## config.mk

```make
export PLATFORM = sky130hd
export DESIGN_NAME = sw_debounce
export DESIGN_NICKNAME = d
export VERILOG_FILES = /design/src/rtl/sw_debounce.sv
export SDC_FILE = /design/constraint.sdc
export NUM_CORES = 1
export LEC_CHECK = 0
export ABC_AREA = 0
export BUFFER_PORTS_ARGS = -buffer_cell sky130_fd_sc_hd__buf_2
export CAP_MARGIN = 20
export CORE_ASPECT_RATIO = 2
export CORE_MARGIN = 2
export CORE_UTILIZATION = 61
export DETAILED_ROUTE_END_ITERATION = 10
export PLACE_DENSITY_LB_ADDON = 0.05
export SLEW_MARGIN = 5
export SYNTH_ARGS = -nofsm -noshare
export SYNTH_HDL_FRONTEND = slang
export SYNTH_SLANG_ARGS = --single-unit
```

## constraint.sdc

```tcl
create_clock -name clk_clk -period 2.3 [get_ports clk_clk]
set_input_delay 0.23 -clock clk_clk [delete_from_list [all_inputs] [get_ports clk_clk]]
set_output_delay 0.23 -clock clk_clk [all_outputs]
set_load 0.05 [all_outputs]
```

## src/rtl/sw_debounce.sv

```systemverilog
// sw_debounce: per-channel switch debouncer with optional change interrupt.
//   clk_clk      system clock
//   reset_reset  synchronous active-high reset
//   sw_raw       asynchronous, bouncing switch levels (N bits)
//   sw_stable    debounced levels (registered)
//   sw_change    one-cycle pulse per bit when sw_stable changes (registered)
//   irq_clear    clears the sticky change events
//   sw_irq       level interrupt request (registered)
// Optional feature macro: SW_CHANGE_IRQ_EN builds the sticky event register
// and drives sw_irq; without it sw_irq is tied low and irq_clear is ignored.
module sw_debounce #(
  parameter int unsigned N               = 4,
  parameter int unsigned DEBOUNCE_CYCLES = 500000
) (
  input  logic         clk_clk,
  input  logic         reset_reset,
  input  logic [N-1:0] sw_raw,
  output logic [N-1:0] sw_stable,
  output logic [N-1:0] sw_change,
  input  logic         irq_clear,
  output logic         sw_irq
);

  localparam int unsigned      CNT_W    = $clog2(DEBOUNCE_CYCLES);
  localparam logic [CNT_W-1:0] CNT_LAST = CNT_W'(DEBOUNCE_CYCLES - 1);

  typedef enum logic {
    IDLE    = 1'b0,
    PENDING = 1'b1
  } state_e;

  logic [N-1:0]     sync1_q, sync2_q;
  state_e           state_q [N];
  state_e           state_d [N];
  logic [CNT_W-1:0] cnt_q   [N];
  logic [CNT_W-1:0] cnt_d   [N];
  logic [N-1:0]     stable_q, stable_d;
  logic [N-1:0]     change_q, change_d;

  // Per-channel debounce FSM; a mismatch must persist DEBOUNCE_CYCLES cycles.
  always_comb begin
    stable_d = stable_q;
    change_d = '0;
    for (int i = 0; i < N; i++) begin
      state_d[i] = IDLE;
      cnt_d[i]   = '0;
      case (state_q[i])
        IDLE: begin
          if (sync2_q[i] != stable_q[i]) begin
            state_d[i] = PENDING;
            cnt_d[i]   = CNT_W'(1);
          end
        end
        PENDING: begin
          // Mismatch gone: fall back to IDLE with cnt 0 (the defaults).
          if (sync2_q[i] != stable_q[i]) begin
            if (cnt_q[i] == CNT_LAST) begin
              stable_d[i] = sync2_q[i];
              change_d[i] = 1'b1;
            end else begin
              state_d[i] = PENDING;
              cnt_d[i]   = cnt_q[i] + CNT_W'(1);
            end
          end
        end
        default: begin
          state_d[i] = IDLE;
        end
      endcase
    end
  end

  always_ff @(posedge clk_clk) begin
    if (reset_reset) begin
      sync1_q  <= '0;
      sync2_q  <= '0;
      stable_q <= '0;
      change_q <= '0;
      for (int i = 0; i < N; i++) begin
        state_q[i] <= IDLE;
        cnt_q[i]   <= '0;
      end
    end else begin
      sync1_q  <= sw_raw;
      sync2_q  <= sync1_q;
      stable_q <= stable_d;
      change_q <= change_d;
      for (int i = 0; i < N; i++) begin
        state_q[i] <= state_d[i];
        cnt_q[i]   <= cnt_d[i];
      end
    end
  end

  assign sw_stable = stable_q;
  assign sw_change = change_q;

`ifdef SW_CHANGE_IRQ_EN
  logic [N-1:0] sw_event_q, sw_event_d;
  logic         irq_q;

  // Sets win over clear; setting on both the upcoming and the visible pulse
  // keeps an event that coincides with irq_clear in either cycle.
  always_comb begin
    sw_event_d = (sw_event_q & ~{N{irq_clear}}) | change_d | change_q;
  end

  always_ff @(posedge clk_clk) begin
    if (reset_reset) begin
      sw_event_q <= '0;
      irq_q      <= 1'b0;
    end else begin
      sw_event_q <= sw_event_d;
      irq_q      <= |sw_event_q;
    end
  end

  assign sw_irq = irq_q;
`else
  logic unused_irq_clear;
  assign unused_irq_clear = irq_clear;
  assign sw_irq           = 1'b0;
`endif

endmodule
```

==> impl_results.md, run 1 <==
* Final worst-path cycle share at around 94%
* Num CTS Buffers at 9
* Leading cell types in the layout, fill and taps excluded: 96 x dfxtp_1, 60 x nor2_1, 36 x xor2_1
* Grt total ovfl at 0
* Worst Slack Setup Final at roughly 0.15 ns
* VDD IR max at approximately 0.59 mV
* Hold Path Origin: sw_raw[3]
* Final Skew at 0.00334 ns
* Number of gates resized after cts at 0
* Die ar. at around 7500 um^2
* Layout area overhead at 9.95%
* Leakage at around 1.4 nW
* Initial antenna violation count at 0
* GR Util All Layers at 22.3%
* Crit. Startpoint: cnt_q[2][5]$_SDFF_PP0_
* Chip width at ~62 um
* Met2 WL at about 4.2 mm
* H-tree levels at 3
* Setup TNS at 0 ns
* Tmin final at between 2 and 2.5 ns
* Die height at roughly 120 um
* Post-Route WL at 7.78 mm
* Fin. max-slew vios at 0
* Drt wl/cell at around 14 um
* Worst-path fanout max at 6
* Global-route wire length before repair at around 14 mm
* YS warnings at 0
* RePlAce Congestion at between 0.8 and 0.9
* Measured slew at the worst slew-check pin at between 0.5 and 0.6 ns
* Post-synthesis sequential area ratio at 46.3%
* Share of cells above drive strength 1 at under 10%
* Largest family of logic cells by synthesized area: simple AND/OR/NAND/NOR gates
* Clk buf depth at 2
* Starting DRT DRC Count at around 160
* Worst Setup Start Kind: flip-flop
* XOR/XNOR Fraction of Synth Area at approximately 11%
* Placed Cells incl. Taps at 552
* Worst-path cell chain: or4b_1, or4_1, or4_1, a21oi_1
* Endpoints failing setup at 0
* IO Pins at 16
* Slew margin rel. at 64.1%
* Initial core utilization at a little over three fifths
* Hold Path Class: in -> reg
* Setup WS pre-CTS at about 0.15 ns
* Synth top area cells: dfxtp_1 46%, xor2_1 7.6%, nor2_1 5.4%
* Multi-input gate area at roughly 2100 um^2
* Synth unique cells at 42
* Row count at 42
* Clk_lat worst skew at between 0.3 and 0.4 ns
* RR Startpoint: cnt_q[2][5]$_SDFF_PP0_
* # diodes at 0
* Total power at just over 3 mW
* Hold WS at between 0.1 and 0.15 ns
* Antenna Violating Nets Remaining at 0
* Final cell count without fillers at around 570
* FF/Latch Area at slightly below 2000 um^2
* #FFs+latches synth at 96
* Post-CTS Setup Bufs at 0
* Cell Area, Synth at 4150 um^2
* Max incr delay on CP at roughly 0.64 ns
* Core ar. at 6620 um^2
* Number of global-route vias before repair at approximately 3200
* RSZ-0062 raised after global routing: no
* Post-route DRC at 0
* Post-Route Utilization at roughly 69%
* Max frequency at ~0.47 GHz
* CTS Sinks at between 90 and 100
* Synthesized area per cell at ~8.9 um^2
* Setup Crit Path Kind: reg -> reg
* Final Hold Fails at 0
* Status: complete, no violations
* Max-cap violations at 0
* Crit path DAT at ~2.4 ns
* CTS Hold Bufs at 0
* Power Density at between 600 and 700 nW/um^2
* Clk slew on worst S/H paths at about 0.06 ns
* Placed Area at around 4300 um^2
* Top Metal Used: met4
* Dpl hpwl at about 5.4 mm
* Synth Instances at ~470
* Post-Synth Adder-Cell Area at under 10%
* Largest net degree at the start of global routing at 20
* Post-DR vias/cell at 5.82
* Multiplexer share of the synthesized area at 0%
* Clock root cell: clkbuf_16
* Post-synthesis compound-gate area fraction at approximately 8.4%
* NumNets Final at roughly 490
* IO Port Bufs at 13
* CP Data Required Time at around 2.6 ns
* Met3 wire length at between 200 and 250 um
* Leading cell type in the layout, fill and taps excluded: dfxtp_1
* Area leader, netlist: dfxtp_1
* TritonCTS clock tree: yes
* Post-Syn Nets at 476
* Yosys top cell area share at 46.3%
* Crit. End Element: flip-flop
* Critical Path Slowest Stage Cell: or4_1
* Post-synthesis simple-gate area fraction at between 20 and 30%
* Fill cell total of the finished layout at a little under 600
* Most frequent cell on the critical path: or4_1
* Final instance area at 4560 um^2
* M1 WL at 3.22 mm
* First-pass DRT Iterations at 4
* Via count at 3304
-- cells in the mapped netlist, drive strengths merged --
cell type,n
a211o,1
a21o,3
a21oi,26
a31oi,1
and2,3
and3,6
and4,12
and4b,1
buf,3
clkbuf,14
conb,1
dfxtp,96
ha,4
inv,12
nand2,20
nand2b,4
nand3,29
nand3b,3
nand4,26
nand4b,1
nand4bb,1
nor2,60
nor2b,8
nor3,11
nor4,9
nor4b,3
o21ai,7
o21bai,4
o31ai,14
o41ai,1
or2,2
or3,9
or3b,1
or4,13
or4b,2
xnor2,18
xor2,36
-- routing by layer --
layer / vias up / global-route usage [%]
li1: 1675 / -
met1: 1576 / 23.4
met2: 43 / 42.4
met3: 10 / 4.37
met4: 0 / 9.72
met5: - / 0
-- kinds of logic (layout without fill, tap and decap cells) --
logic type               Yosys count  in the layout
adder cells (fa/ha/maj)            4              4
other                              1              1
AO/OA/AOI/OAI                     57             57
XOR/XNOR                          54             54
flip-flops                        96             96
AND/OR/NAND/NOR                  224            224
buffers and inverters             29             44
-- critical path, delay by kind of cell (launching register included) --
| kind | cells | cell delay [ns] |
|---|---|---|
| compound gates | 1 | 0.14 |
| flops | 1 | 0.36 |
| simple gates | 3 | 1.59 |
-- where the power goes --
group	total [mW]	switching, mW	internal [mW]
combinational	0.0297	0.0169	0.0128
sequential	1.68	0.00622	1.67
clock	1.40	0.587	0.816
-- final timing paths --
kind	to	cells past startpoint	slack, ns
max	sw_stable[2]$_SDFFE_PP0P_	4	0.15
min reg2reg	sync2_q[0]$_SDFF_PP0_	1	0.43
max reg2reg	sw_stable[2]$_SDFFE_PP0P_	4	0.15
min	sync1_q[3]$_SDFF_PP0_	2	0.10
-- registers in the layout (all words and copies together), names as in the netlist --
name and count:
sync2_q 4, sw_change 4, state_q 4, sync1_q 4, sw_stable 4, cnt_q 76
-- cell type report --
| type | count | area share, % |
|---|---|---|
| flip-flops and latches | 96 | 42.1 |
| inverters | 12 | 0.987 |
| repair buffers | 16 | 1.92 |
| well taps | 88 | 2.41 |
| clock inverters | 3 | 0.329 |
| multi-input cells | 340 | 46.3 |
| clock buffers | 13 | 5.92 |
(Power assumes the default switching activity.)
==> run 2, diff against run 1 <==
- CORE_UTILIZATION: 61 -> 65
- clock period: 2.3 -> 2.58 ns (I/O delays scaled with it)
==> run 2 against run 1 <==
Clock power up 4%. Worst setup slack improved by 0.30 ns. Power is 4.6% lower. Non-clock buffer count fell by 1. Sequential share of layout area shrank 0.35 points. Count of clock-buffer cells in the layout up 1. Critical path depth stayed put. Clock skew is 0.0029 ns higher. Final area rose by 0.85%. Die area shrank 5.9%. Worst hold slack improved by 0.029 ns. Sequential cell count did not move. Largest cell class unchanged. Highest routed layer unchanged.
==> impl_results.md, run 2 (synthesized netlist as in run 1, its figures left out) <==
* Status: complete, no violations
* Final Skew at about 0.0063 ns
* Leading cell type in the layout, fill and taps excluded: dfxtp_1
* Drt wl/cell at 13.7 um
* Starting DRT DRC Count at 182
* Max-cap violations at 0
* Worst-path fanout max at 6
* Combinational share of power at less than 1%
* RSZ-0062 raised after global routing: no
* RR Startpoint: cnt_q[2][5]$_SDFF_PP0_
* Die ar. at just over 7000 um^2
* Number of global-route vias before repair at approximately 3100
* Max frequency at approximately 0.47 GHz
* Leading cell types in the layout, fill and taps excluded: 96 x dfxtp_1, 60 x nor2_1, 36 x xor2_1
* Largest register FFs at 76
* CTS Sinks at 96
* Num CTS Buffers at 9
* H-tree levels at 3
* Endpoints failing setup at 0
* Initial core utilization at roughly two thirds
* Via count at 3291
* IO Pins at 16
* Share of cells above drive strength 1 at under 10%
* GR Util All Layers at around 24%
* Worst-path cell chain: or4b_1, or4_1, or4_1, a21oi_1
* Post-DR vias/cell at slightly below 6
* Tmin final at around 2.1 ns
* Fin. max-slew vios at 0
* Hold Path Class: in -> reg
* Setup Crit Path Kind: reg -> reg
* Post-CTS Setup Bufs at 0
* Post-route DRC at 0
* Power share of the clock group at between 40% and 50%
* Hold Path Origin: sw_raw[0]
* Power Internal at approximately 2.4 mW
* Fill cell total of the finished layout at about 510
* Global-route wire length before repair at between 10 and 15 mm
* Core ar. at around 6300 um^2
* P_sw at approximately 0.54 mW
* Crit path DAT at ~2.4 ns
* Largest net degree at the start of global routing at 20
* # diodes at 0
* Slack of the worst reg-to-reg path at 0.45 ns
* Die height at 117 um
* Power Density at between 600 and 700 nW/um^2
* Crit. Startpoint: cnt_q[2][5]$_SDFF_PP0_
* Reg-to-reg endpoint: sw_stable[2]$_SDFFE_PP0P_
* TritonCTS clock tree: yes
* First-pass DRT Iterations at 4
* Worst hold endpoint: sync1_q[0]$_SDFF_PP0_
* Grt total ovfl at 0
* Seq pwr share at between 50% and 60%
* Row count at 41
* Measured slew at the worst slew-check pin at ~0.56 ns
* Chip width at 60.5 um
* Initial antenna violation count at 0
* Critical Path Slowest Stage Cell: or4_1
* Worst Slack Setup Final at roughly 0.45 ns
* Setup WS pre-CTS at about 0.46 ns
* Clk buf depth at 2
* Crit. End Element: flip-flop
* Most frequent cell on the critical path: or4_1
* Antenna Violating Nets Remaining at 0
* RePlAce Congestion at between 0.8 and 0.9
* Worst Setup Start Kind: flip-flop
* IO Port Bufs at 13
* NumNets Final at 485
* Dpl hpwl at 5.32 mm
* Post-Route Utilization at approximately three quarters
* Switching Share at around 18%
* CTS Hold Bufs at 0
* Most flops, register: cnt_q
* Clk slew on worst S/H paths at ~0.06 ns
* Clk_lat worst skew at 0.34 ns
* Clock root cell: clkbuf_16
* Leakage at about 1.5 nW
* Final worst-path cycle share at about 83%
* R2R depth at 4
* Layout area overhead at 10.9%
* Hold WS at ~0.13 ns
* CP Data Required Time at ~2.9 ns
* VDD IR max at between 0.5 and 0.6 mV
* Setup TNS at 0 ns
* Number of gates resized after cts at 0
* Post-Route WL at about 7.7 mm
* Final Hold Fails at 0
* Cell depth of the worst hold path at 2
* Max incr delay on CP at about 0.64 ns
* Slew margin rel. at a little over three fifths
==> run 2: cell count changes in the layout (fill, tap and decap cells not counted) <==
cell,delta
clkbuf_1,+1
buf_4,-1
clkinv_2,-3
bufinv_16,+2
==> run 2: power groups by stage <==
| stage | clock network (mW) | registers [mW] | logic, mW |
|---|---|---|---|
| finish | 1.45 | 1.50 | 0.0268 |
| global route | 1.54 | 1.50 | 0.0300 |
| CTS | 1.47 | 1.50 | 0.0271 |
| detailed placement | 0 | 1.53 | 0.0269 |
| global placement | 0 | 1.53 | 0.0260 |
| floorplan | 0 | 1.53 | 0.0206 |
==> run 2: final cells by class <==
| type | instances | area [um^2] | share of cell area [%] |
|---|---|---|---|
| clock inverter | 2 | 60.1 | 1.31 |
| multi-input combinational | 340 | 2110 | 45.9 |
| timing repair buffer | 15 | 80.1 | 1.74 |
| tap | 86 | 108 | 2.34 |
| clock buffer | 14 | 274 | 5.95 |
| inverter | 12 | 45.0 | 0.979 |
| sequential | 96 | 1920 | 41.8 |
==> run 2: metrics by stage <==
step	total power [mW]	instances	area, um^2
after floorplan	1.55	465	4150
after global placement	1.56	549	4270
after detailed placement	1.56	549	4270
after CTS	3.00	565	4600
after global routing	3.06	565	4600
final	2.97	565	4600
==> run 2: critical path: cells and delay by family (launching register included) <==
family / cells / cell delay, ns
and+or+nand+nor: 3 / 1.58
DFF: 1 / 0.36
AOI/OAI and AO/OA: 1 / 0.14
==> run 2: how the worst max path moves through the flow <==
| stage | endpoint | cells after the start |
|---|---|---|
| floorplan | cnt_q[2][10]$_SDFF_PP0_ | 6 |
| global placement | sw_stable[2]$_SDFFE_PP0P_ | 4 |
| detailed placement | sw_stable[2]$_SDFFE_PP0P_ | 4 |
| CTS | sw_stable[2]$_SDFFE_PP0P_ | 4 |
| global route | sw_stable[2]$_SDFFE_PP0P_ | 4 |
| finish | sw_stable[2]$_SDFFE_PP0P_ | 4 |
==> run 2: per-layer routing <==
metal | share of wire [%] | up-vias | global-route usage [%]
li1 | - | 1680 | -
met2 | 54 | 38 | 43.0
met3 | 2.0 | 10 | 5.05
met4 | 2.0 | 0 | 11.4
met5 | 0 | - | 0
met1 | 42 | 1563 | 26.7
==> run 3, diff against run 2 <==
- CORE_UTILIZATION: 65 -> 61
- clock period: 2.58 -> 2.1 ns (I/O delays scaled with it)
==> run 3 against run 2 <==
Sequential share of layout area is 0.14 points lower. Clock skew fell by 0.0028 ns. Via count hardly changed. Sequential cell count is the same. Worst hold slack got worse by 0.049 ns. Worst setup slack lost 0.39 ns. Critical path depth did not move. Sequential power is 23% higher. Clock power hardly changed. Wire length rose by 0.75%. Core utilization down 3.8 points.
==> impl_results.md, run 3 (synthesized netlist as in run 1, its figures left out) <==
* Status: complete, no violations
* Die height at ~120 um
* Worst hold endpoint: sync1_q[0]$_SDFF_PP0_
* Share of cells above drive strength 1 at between 8 and 9%
* R2R depth at 4
* Dpl hpwl at roughly 5.5 mm
* Clk slew on worst S/H paths at around 0.060 ns
* First-pass DRT Iterations at 4
* Tmin final at 2.05 ns
* Post-route DRC at 0
* GR Util All Layers at between 20 and 25%
* Core ar. at about 6600 um^2
* Fin. max-slew vios at 0
* Endpoints failing setup at 0
* H-tree levels at 3
* Layout area overhead at 11.2%
* Power Density at 718 nW/um^2
* Drt wl/cell at between 10 and 15 um
* RR Startpoint: cnt_q[2][7]$_SDFF_PP0_
* Clock root cell: clkbuf_16
* Largest register FFs at 76
* RSZ-0062 raised after global routing: no
* Crit. End Element: flip-flop
* Num CTS Buffers at 9
* Initial core utilization at between 60% and 70%
* Hold Path Origin: sw_raw[0]
* Initial antenna violation count at 0
* Final Skew at about 0.0035 ns
* Number of global-route vias before repair at roughly 3200
* Die ar. at 7520 um^2
* Setup Crit Path Kind: reg -> reg
* Largest net degree at the start of global routing at 20
* Post-Route WL at 7.80 mm
* Slack of the worst reg-to-reg path at ~0.054 ns
* Worst Setup Start Kind: flip-flop
* Leading cell type in the layout, fill and taps excluded: dfxtp_1
* Via count at 3290
* Max-cap violations at 0
* Post-CTS Setup Bufs at 0
* Global-route wire length before repair at around 14 mm
* Chip width at between 60 and 70 um
* Post-DR vias/cell at 5.72
* Max frequency at roughly 0.5 GHz
* Most flops, register: cnt_q
* CP Data Required Time at between 2 and 2.5 ns
* RePlAce Congestion at 0.839
* Hold Path Class: in -> reg
* TritonCTS clock tree: yes
* VDD IR max at 0.456 mV
* Grt total ovfl at 0
* IO Pins at 16
* Clk_lat worst skew at about 0.34 ns
* Starting DRT DRC Count at 196
* # diodes at 0
* Post-Route Utilization at approximately 70%
* Leakage at about 1.5 nW
* Antenna Violating Nets Remaining at 0
* Crit path DAT at 2.31 ns
* IO Port Bufs at 13
* Setup TNS at 0 ns
* CTS Sinks at 96
* Final worst-path cycle share at between 90% and 100%
* Clk buf depth at 2
* Reg-to-reg endpoint: sw_stable[2]$_SDFFE_PP0P_
* Final Hold Fails at 0
* Worst-path fanout max at 4
* Cell depth of the worst hold path at 2
* Leading cell types in the layout, fill and taps excluded: 96 x dfxtp_1, 60 x nor2_1, 36 x xor2_1
* Row count at 42
* NumNets Final at 495
[run 3: cell types whose count changed in the layout (fill, tap and decap cells not counted), sizes merged]
cell / before / now
clkbuf: 14 / 13
bufinv: 2 / 0
buf: 15 / 25
clkinv: 0 / 1
[run 3: worst max path at each step]
stage,startpoint,to,depth (start not counted),slack [ns]
6_report,cnt_q[2][7]$_SDFF_PP0_,sw_stable[2]$_SDFFE_PP0P_,4,0.05
2_1_floorplan,cnt_q[2][5]$_SDFF_PP0_,cnt_q[2][10]$_SDFF_PP0_,6,0.05
5_1_grt,cnt_q[2][7]$_SDFF_PP0_,sw_stable[2]$_SDFFE_PP0P_,4,0.0009
3_3_place_gp,cnt_q[2][10]$_SDFF_PP0_,sw_stable[2]$_SDFFE_PP0P_,4,0.07
3_5_place_dp,cnt_q[2][10]$_SDFF_PP0_,sw_stable[2]$_SDFFE_PP0P_,4,0.02
4_1_cts,cnt_q[2][10]$_SDFF_PP0_,sw_stable[2]$_SDFFE_PP0P_,4,0.003
[run 3: through the flow]
step                instance area [um^2]  power, mW  setup slack, ns  instances  hold WS (ns)
floorplan                           4150       1.90           0.0462        465         0.282
global placement                    4360       1.91           0.0739        561         0.424
detailed placement                  4360       1.91           0.0245        561         0.425
CTS                                 4610       3.35          0.00340        575        0.0789
global route                        4620       3.42         0.000914        575        0.0882
finish                              4620       3.31           0.0538        575        0.0802
[run 3: cell type report]
| type | count | area, um^2 |
|---|---|---|
| Multi-Input combinational cell | 340 | 2120 |
| Fill cell | 574 | 2000 |
| Sequential cell | 96 | 1920 |
| Clock buffer | 13 | 250 |
| Timing Repair Buffer | 25 | 168 |
| Tap cell | 88 | 110 |
| Inverter | 12 | 45.0 |
| Clock inverter | 1 | 5.00 |
[run 3: report_power, final]
group	internal [mW]	total, mW	switching, mW	leakage [nW]
registers	1.83	1.84	0.00702	0.775
logic	0.0144	0.0334	0.0191	0.574
clock network	0.820	1.44	0.621	0.126
[run 3: what timing repair did]
item	in CTS	in global routing
hold buffers	0	0
setup endpoints to repair	0	1
resized for setup	0	1
endpoints found under the hold margin	0	0
[run 3: worst max-delay path: stages, from the launching register on]
cell     delay (ns)
dfxtp_1        0.34
or4b_1         0.54
or4_4          0.55
or4_1          0.41
a21oi_1        0.14
[run 3: metal layers]
layer	GRT usage (%)	part of all wire [%]
met2	42.3	54
met1	24.1	42
met5	0	0
met4	9.44	2.1
met3	4.00	1.8
